==> config.mk <==
export PLATFORM = sky130hd
export DESIGN_NAME = muladd_tdm_array_flat
export DESIGN_NICKNAME = d
export VERILOG_FILES = /design/src/rtl/muladd_pkg.sv /design/src/rtl/muladd_tdm_array_if.sv /design/src/rtl/muladd_pipe.sv /design/src/rtl/muladd_tdm_array.sv /design/src/flat_wrapper.sv
export SDC_FILE = /design/constraint.sdc
export NUM_CORES = 2
export LEC_CHECK = 0
export ABC_AREA = 1
export BUFFER_PORTS_ARGS = -buffer_cell sky130_fd_sc_hd__buf_2
export CAP_MARGIN = 20
export CORE_ASPECT_RATIO = 2
export CORE_MARGIN = 2
export CORE_UTILIZATION = 40
export CTS_CLUSTER_SIZE = 28
export DETAILED_ROUTE_END_ITERATION = 8
export HOLD_SLACK_MARGIN = 0.02
export PLACE_DENSITY_LB_ADDON = 0.25
export SETUP_SLACK_MARGIN = 0.4
export SKIP_CTS_REPAIR_TIMING = 1
export SLEW_MARGIN = 30
export SYNTH_ARGS = -nofsm -noshare
export SYNTH_HDL_FRONTEND = slang
export SYNTH_SLANG_ARGS = --single-unit
export TNS_END_PERCENT = 1
==> constraint.sdc <==
create_clock -name ap_clk -period 42.5 [get_ports ap_clk]
set_input_delay 4.25 -clock ap_clk [delete_from_list [all_inputs] [get_ports ap_clk]]
set_output_delay 4.25 -clock ap_clk [all_outputs]
set_load 0.02 [all_outputs]
==> src/rtl/muladd_pkg.sv <==
// Shared types and constants for the time-multiplexed multiply-add array.
package muladd_pkg;

  typedef enum logic [1:0] {
    IDLE  = 2'd0,
    ISSUE = 2'd1,
    DRAIN = 2'd2,
    DONE  = 2'd3
  } muladd_state_t;

  localparam int MULADD_PIPE_DEPTH = 3;
  localparam int MULADD_AW = 27;
  localparam int MULADD_BW = 18;
  localparam int MULADD_PW = 48;

  // Accept edge to out_valid, in enabled cycles: one issue per channel plus the pipe.
  function automatic int muladd_latency(input int nch);
    return nch + MULADD_PIPE_DEPTH;
  endfunction

endpackage

==> src/rtl/muladd_tdm_array_if.sv <==
// Batch handshake bundle between a kernel (master) and the multiply-add array (slave).
interface muladd_tdm_array_if
  import muladd_pkg::*;
#(
  parameter int NCH = 4,
  parameter int AW  = MULADD_AW,
  parameter int BW  = MULADD_BW,
  parameter int PW  = MULADD_PW
);
  logic              in_valid;
  logic              in_ready;
  logic              acc_mode;
  logic [NCH*AW-1:0] a;
  logic [NCH*BW-1:0] b;
  logic [NCH*PW-1:0] c;
  logic              out_valid;
  logic              out_ready;
  logic [NCH*PW-1:0] dout;
  logic              busy;

  modport master (
    output in_valid, acc_mode, a, b, c, out_ready,
    input  in_ready, out_valid, dout, busy
  );

  modport slave (
    input  in_valid, acc_mode, a, b, c, out_ready,
    output in_ready, out_valid, dout, busy
  );
endinterface

==> src/rtl/muladd_pipe.sv <==
// Three-stage signed p = a*b + c with clock enable; valid and tag ride alongside the data.
(* use_dsp = "yes" *)
module muladd_pipe #(
  parameter int AW = 27,
  parameter int BW = 18,
  parameter int PW = 48,
  parameter int TW = 2
) (
  input  logic                 clk,
  input  logic                 rst,
  input  logic                 ce,
  input  logic                 in_valid,
  input  logic [TW-1:0]        in_tag,
  input  logic signed [AW-1:0] a,
  input  logic signed [BW-1:0] b,
  input  logic signed [PW-1:0] c,
  output logic                 out_valid,
  output logic [TW-1:0]        out_tag,
  output logic signed [PW-1:0] p
);
  logic                    s1_v, s2_v, s3_v;
  logic [TW-1:0]           s1_tag, s2_tag, s3_tag;
  logic signed [AW-1:0]    s1_a;
  logic signed [BW-1:0]    s1_b;
  logic signed [PW-1:0]    s1_c, s2_c, s3_p;
  logic signed [AW+BW-1:0] s2_m;

  always_ff @(posedge clk or posedge rst) begin
    if (rst) begin
      s1_v <= 1'b0; s2_v <= 1'b0; s3_v <= 1'b0;
      s1_tag <= '0; s2_tag <= '0; s3_tag <= '0;
      s1_a <= '0; s1_b <= '0; s1_c <= '0;
      s2_m <= '0; s2_c <= '0; s3_p <= '0;
    end else if (ce) begin
      s1_v   <= in_valid;
      s1_tag <= in_tag;
      s1_a   <= a;
      s1_b   <= b;
      s1_c   <= c;
      s2_v   <= s1_v;
      s2_tag <= s1_tag;
      // Both factors widened to the full product width so the multiply is exact.
      s2_m   <= $signed({{BW{s1_a[AW-1]}}, s1_a}) * $signed({{AW{s1_b[BW-1]}}, s1_b});
      s2_c   <= s1_c;
      s3_v   <= s2_v;
      s3_tag <= s2_tag;
      s3_p   <= PW'(s2_m) + s2_c;
    end
  end

  assign out_valid = s3_v;
  assign out_tag   = s3_tag;
  assign p         = s3_p;
endmodule

==> src/rtl/muladd_tdm_array.sv <==
// NCH signed a*b+c channels issued one per cycle through a single shared multiply-add pipe,
// with an optional per-channel accumulate mode that feeds back each channel's last result.
module muladd_tdm_array
  import muladd_pkg::*;
#(
  parameter int NCH = 4,
  parameter int AW  = MULADD_AW,
  parameter int BW  = MULADD_BW,
  parameter int PW  = MULADD_PW
) (
  input  logic ap_clk,
  input  logic ap_rst,
  input  logic ap_ce,
  muladd_tdm_array_if.slave bus
);
  localparam int TW = (NCH > 1) ? $clog2(NCH) : 1;

  muladd_state_t        state_reg, state_next;
  logic [TW-1:0]        cnt_reg;
  logic                 mode_reg;
  logic signed [AW-1:0] a_reg   [NCH];
  logic signed [BW-1:0] b_reg   [NCH];
  logic signed [PW-1:0] c_reg   [NCH];
  logic signed [PW-1:0] acc_reg [NCH];
  logic signed [PW-1:0] res_reg [NCH];

  logic                 accept, issue_en, last_issue, last_collect;
  logic signed [PW-1:0] c_sel;
  logic                 pipe_v;
  logic [TW-1:0]        pipe_tag;
  logic signed [PW-1:0] pipe_p;

  assign accept       = bus.in_valid & bus.in_ready;
  assign last_issue   = (cnt_reg == TW'(NCH - 1));
  assign last_collect = pipe_v & (pipe_tag == TW'(NCH - 1));
  assign c_sel        = mode_reg ? acc_reg[cnt_reg] : c_reg[cnt_reg];

  always_ff @(posedge ap_clk or posedge ap_rst) begin
    if (ap_rst) state_reg <= IDLE;
    else if (ap_ce) state_reg <= state_next;
  end

  always_comb begin
    state_next = state_reg;
    unique case (state_reg)
      IDLE:    if (accept) state_next = ISSUE;
      ISSUE:   if (last_issue) state_next = DRAIN;
      DRAIN:   if (last_collect) state_next = DONE;
      DONE:    if (bus.out_ready) state_next = IDLE;
      default: state_next = IDLE;
    endcase
  end

  always_comb begin
    bus.in_ready  = 1'b0;
    bus.out_valid = 1'b0;
    bus.busy      = 1'b1;
    issue_en      = 1'b0;
    unique case (state_reg)
      IDLE: begin
        bus.in_ready = ap_ce;
        bus.busy     = 1'b0;
      end
      ISSUE:   issue_en = 1'b1;
      DONE:    bus.out_valid = 1'b1;
      default: ;
    endcase
  end

  always_ff @(posedge ap_clk or posedge ap_rst) begin
    if (ap_rst) begin
      cnt_reg  <= '0;
      mode_reg <= 1'b0;
      for (int i = 0; i < NCH; i++) begin
        a_reg[i]   <= '0;
        b_reg[i]   <= '0;
        c_reg[i]   <= '0;
        acc_reg[i] <= '0;
        res_reg[i] <= '0;
      end
    end else if (ap_ce) begin
      if (accept) begin
        cnt_reg  <= '0;
        mode_reg <= bus.acc_mode;
        for (int i = 0; i < NCH; i++) begin
          a_reg[i] <= bus.a[i*AW +: AW];
          b_reg[i] <= bus.b[i*BW +: BW];
          c_reg[i] <= bus.c[i*PW +: PW];
        end
      end else if (issue_en) begin
        cnt_reg <= last_issue ? '0 : cnt_reg + 1'b1;
      end
      if (pipe_v) acc_reg[pipe_tag] <= pipe_p;
      // Snapshot the whole batch at once so dout stays put while the next batch runs.
      if (last_collect) begin
        for (int i = 0; i < NCH - 1; i++) res_reg[i] <= acc_reg[i];
        res_reg[NCH-1] <= pipe_p;
      end
    end
  end

  muladd_pipe #(.AW(AW), .BW(BW), .PW(PW), .TW(TW)) u_pipe (
    .clk       (ap_clk),
    .rst       (ap_rst),
    .ce        (ap_ce),
    .in_valid  (issue_en),
    .in_tag    (cnt_reg),
    .a         (a_reg[cnt_reg]),
    .b         (b_reg[cnt_reg]),
    .c         (c_sel),
    .out_valid (pipe_v),
    .out_tag   (pipe_tag),
    .p         (pipe_p)
  );

  for (genvar gi = 0; gi < NCH; gi++) begin : g_pack
    assign bus.dout[gi*PW +: PW] = res_reg[gi];
  end
endmodule

==> src/flat_wrapper.sv <==
// flat-port wrapper written by rule: the top's interface ports become plain ports
module muladd_tdm_array_flat import muladd_pkg::*;
#(
  parameter int NCH = 4,
  parameter int AW  = MULADD_AW,
  parameter int BW  = MULADD_BW,
  parameter int PW  = MULADD_PW
)
  (ap_clk, ap_rst, ap_ce, bus_in_valid, bus_acc_mode, bus_a, bus_b, bus_c, bus_out_ready, bus_in_ready, bus_out_valid, bus_dout, bus_busy);
  muladd_tdm_array_if #(.NCH(NCH), .AW(AW), .BW(BW), .PW(PW)) bus_i ();
  input  logic ap_clk;
  input  logic ap_rst;
  input  logic ap_ce;
  input wire logic [$bits(bus_i.in_valid)-1:0] bus_in_valid;
  input wire logic [$bits(bus_i.acc_mode)-1:0] bus_acc_mode;
  input wire logic [$bits(bus_i.a)-1:0] bus_a;
  input wire logic [$bits(bus_i.b)-1:0] bus_b;
  input wire logic [$bits(bus_i.c)-1:0] bus_c;
  input wire logic [$bits(bus_i.out_ready)-1:0] bus_out_ready;
  output wire logic [$bits(bus_i.in_ready)-1:0] bus_in_ready;
  output wire logic [$bits(bus_i.out_valid)-1:0] bus_out_valid;
  output wire logic [$bits(bus_i.dout)-1:0] bus_dout;
  output wire logic [$bits(bus_i.busy)-1:0] bus_busy;
  assign bus_i.in_valid = bus_in_valid;
  assign bus_i.acc_mode = bus_acc_mode;
  assign bus_i.a = bus_a;
  assign bus_i.b = bus_b;
  assign bus_i.c = bus_c;
  assign bus_i.out_ready = bus_out_ready;
  assign bus_in_ready = bus_i.in_ready;
  assign bus_out_valid = bus_i.out_valid;
  assign bus_dout = bus_i.dout;
  assign bus_busy = bus_i.busy;
  muladd_tdm_array #(.NCH(NCH), .AW(AW), .BW(BW), .PW(PW)) u_core (.ap_clk(ap_clk), .ap_rst(ap_rst), .ap_ce(ap_ce), .bus(bus_i));
endmodule
==> flow_summary.toml <==
[timing]
fmax_mhz = 106
slew-limit-headroom_pct = 25.8
skew_ps = 34.8
rsz0062_at_grt = "no"
setup_viol = 0
drv_slew = 0
setup_tns_ps = 0
finalCriticalPeriod_ps = 9480
hold_viol_final = 0
hold_slack_ps = 475
period_share_pct = 22.3
worst_pin_slew_ps = 1110

[setup_path]
cp-end-kind = "output port"
required_ps = 38250
crit_fanout = 38
crit_path_start_kind = "primary input"
ff2ff_setup_slack_ps = 35690
cp_slowest_cell = "buf_8"
critPathLaunch = "ap_ce"
r2r_start = "u_core.u_pipe.s1_a[26]"
worstPathArrival_ps = 5230
path_cells = "buf_8 -> nand2_1 -> inv_1 -> buf_2"
r2r_cells = 20
path_class = "in -> out"
slowest_delay_ps = 250

[synthesis]
syn_area_mm2 = 0.0645
synth-seq-cells = 1004
syn_inst = 8088
syn_nets = 9104
syn_avg_cell_area_um2 = 7.97
ys_types = 40
yosysWarnings = 0
ys_seq_area_share_pct = 39.0

[global_routing]
grt_util_all_layers_pct = 27.4
grt_max_degree = 195
grt_pass1_wl_mm = 339
grt_use_met3_pct = 3.29
overflow = 0
antenna_found_initial = 28
grt_pass1_vias = 56400
grt-busiest-layer = "met2"
grtUsageMet2_pct = 48.8
gr-usage-met1_pct = 29.5

[layout]
drive_above_1_share_pct = 12.1
fill_cells = 16200
area_growth_pct = 12.1
final_nets = 9428
final_cell_mix = "nand2_1, inv_1, dfrtp_1"
final_common_cell = "nand2_1"
final_util_pct = 45.1

[detailed_routing]
vias_per_cell = 5.14
ant_nets = 0
wl_mm = 226
drt_iter0_drc = 3895
wl_per_cell_um = 21.3
num_vias = 54500
drc = 0
drt-pass1-iter-count = 8

[worst_hold_path]
min_path_cells = 2
worstHoldStart = "u_core.c_reg[91]"
hold_class = "reg -> reg"

[cts]
clkTransAtPathRegs_ps = 70
clk_root_buffer_cell = "clkbuf_16"
htreeDepth = 3
clock_sinks = 1004
tritoncts.num_buffers = 92
clock_path_buffers = 3
clock_latency_ps = 710
cts_tree = "built"

[placement]
globalplace.congestion = 0.938
portBuffers = 572
dp.final_hpwl_mm = 170

[floorplan]
core_mm2 = 0.160
die_w_um = 288
num_io_pins = 573
start_util_pct = 40.2
num_rows = 208
dieHeight_um = 572
die_area_mm2 = 0.165

[outcome]
status = "completed"

[job]
maxCapViolCount = 0
-- stage by stage --
step                cell area (um^2)  std cells  setup slack [ps]
finish                         72200      10600             33020
global route                   72200      10600             32990
CTS                            72000      10600             33040
detailed placement             68800      10400             33040
global placement               68700      10400             33040
floorplan                      64500       8088             10000
-- cell type report --
class / instances / area [um^2] / area share (%)
Antenna cell: 19 / 47.5 / 0.0658
Clock buffer: 131 / 2670 / 3.70
Clock inverter: 38 / 539 / 0.746
Inverter: 1297 / 4910 / 6.79
Multi-Input combinational cell: 5369 / 32700 / 45.2
Sequential cell: 1004 / 25100 / 34.8
Tap cell: 2100 / 2630 / 3.64
Timing Repair Buffer: 648 / 3640 / 5.03
-- cell usage after synthesis --
cell type,n,area [um^2]
mux2_2,97,1090
inv_2,20,75.1
nand2_1,2745,10300
nand3_2,9,90.1
nor3_1,34,170
o21ai_0,660,3300
xnor2_1,23,201
nand3b_1,18,135
o21ai_1,39,195
o211ai_1,41,308
nor2_2,26,163
inv_1,1272,4770
nand4_1,29,181
nor2_4,3,33.8
a211oi_1,2,15.0
a21oi_1,176,881
o22ai_1,36,225
fa_1,474,9490
buf_6,14,158
o21bai_1,6,45.0
nand2_2,29,181
nand2_4,4,45.0
buf_2,136,681
clkinv_1,5,18.8
a21o_1,3,22.5
clkbuf_1,214,803
buf_4,20,150
or2_1,9,56.3
o21bai_2,1,11.3
buf_1,34,128
a21oi_2,2,17.5
dfrtp_1,1004,25100
ha_1,164,2050
nand3_1,144,721
o221ai_1,49,429
or2_2,9,56.3
nor3_2,6,60.1
a31oi_1,19,119
nor2_1,506,1900
xor2_1,6,52.6
-- per-layer routing --
layer	wire, um	up-vias
li1	-	25200
met1	78600	26800
met2	116000	1855
met3	11400	588
met4	19900	8
met5	57	-
-- worst paths after layout --
| kind | endpoint |
|---|---|
| worst max-delay path | bus_in_ready |
| worst min-delay path | u_core.c_reg[91] |
| worst max register to register | u_core.u_pipe.s2_m[41] |
| worst min register to register | u_core.c_reg[91] |
| max in group asynchronous | u_core.u_pipe.s1_a[1] |
| min in group asynchronous | u_core.c_reg[110] |
-- critical path, delay by kind of cell --
| family | cells | cell delay, ps |
|---|---|---|
| buffers and inverters | 3 | 670 |
| AND/OR/NAND/NOR | 1 | 250 |
-- logic make-up after synthesis --
group | share of synthesized area (%)
multiplexers | 1.69
AO/OA/AOI/OAI | 8.64
adder cells (fa/ha/maj) | 17.9
AND/OR/NAND/NOR | 21.9
XOR/XNOR | 0.394
buffers and inverters | 10.5
flip-flops | 39.0
Power is not shown: default switching activity piles up to over one toggle a cycle in this logic, so the estimate is an artifact.
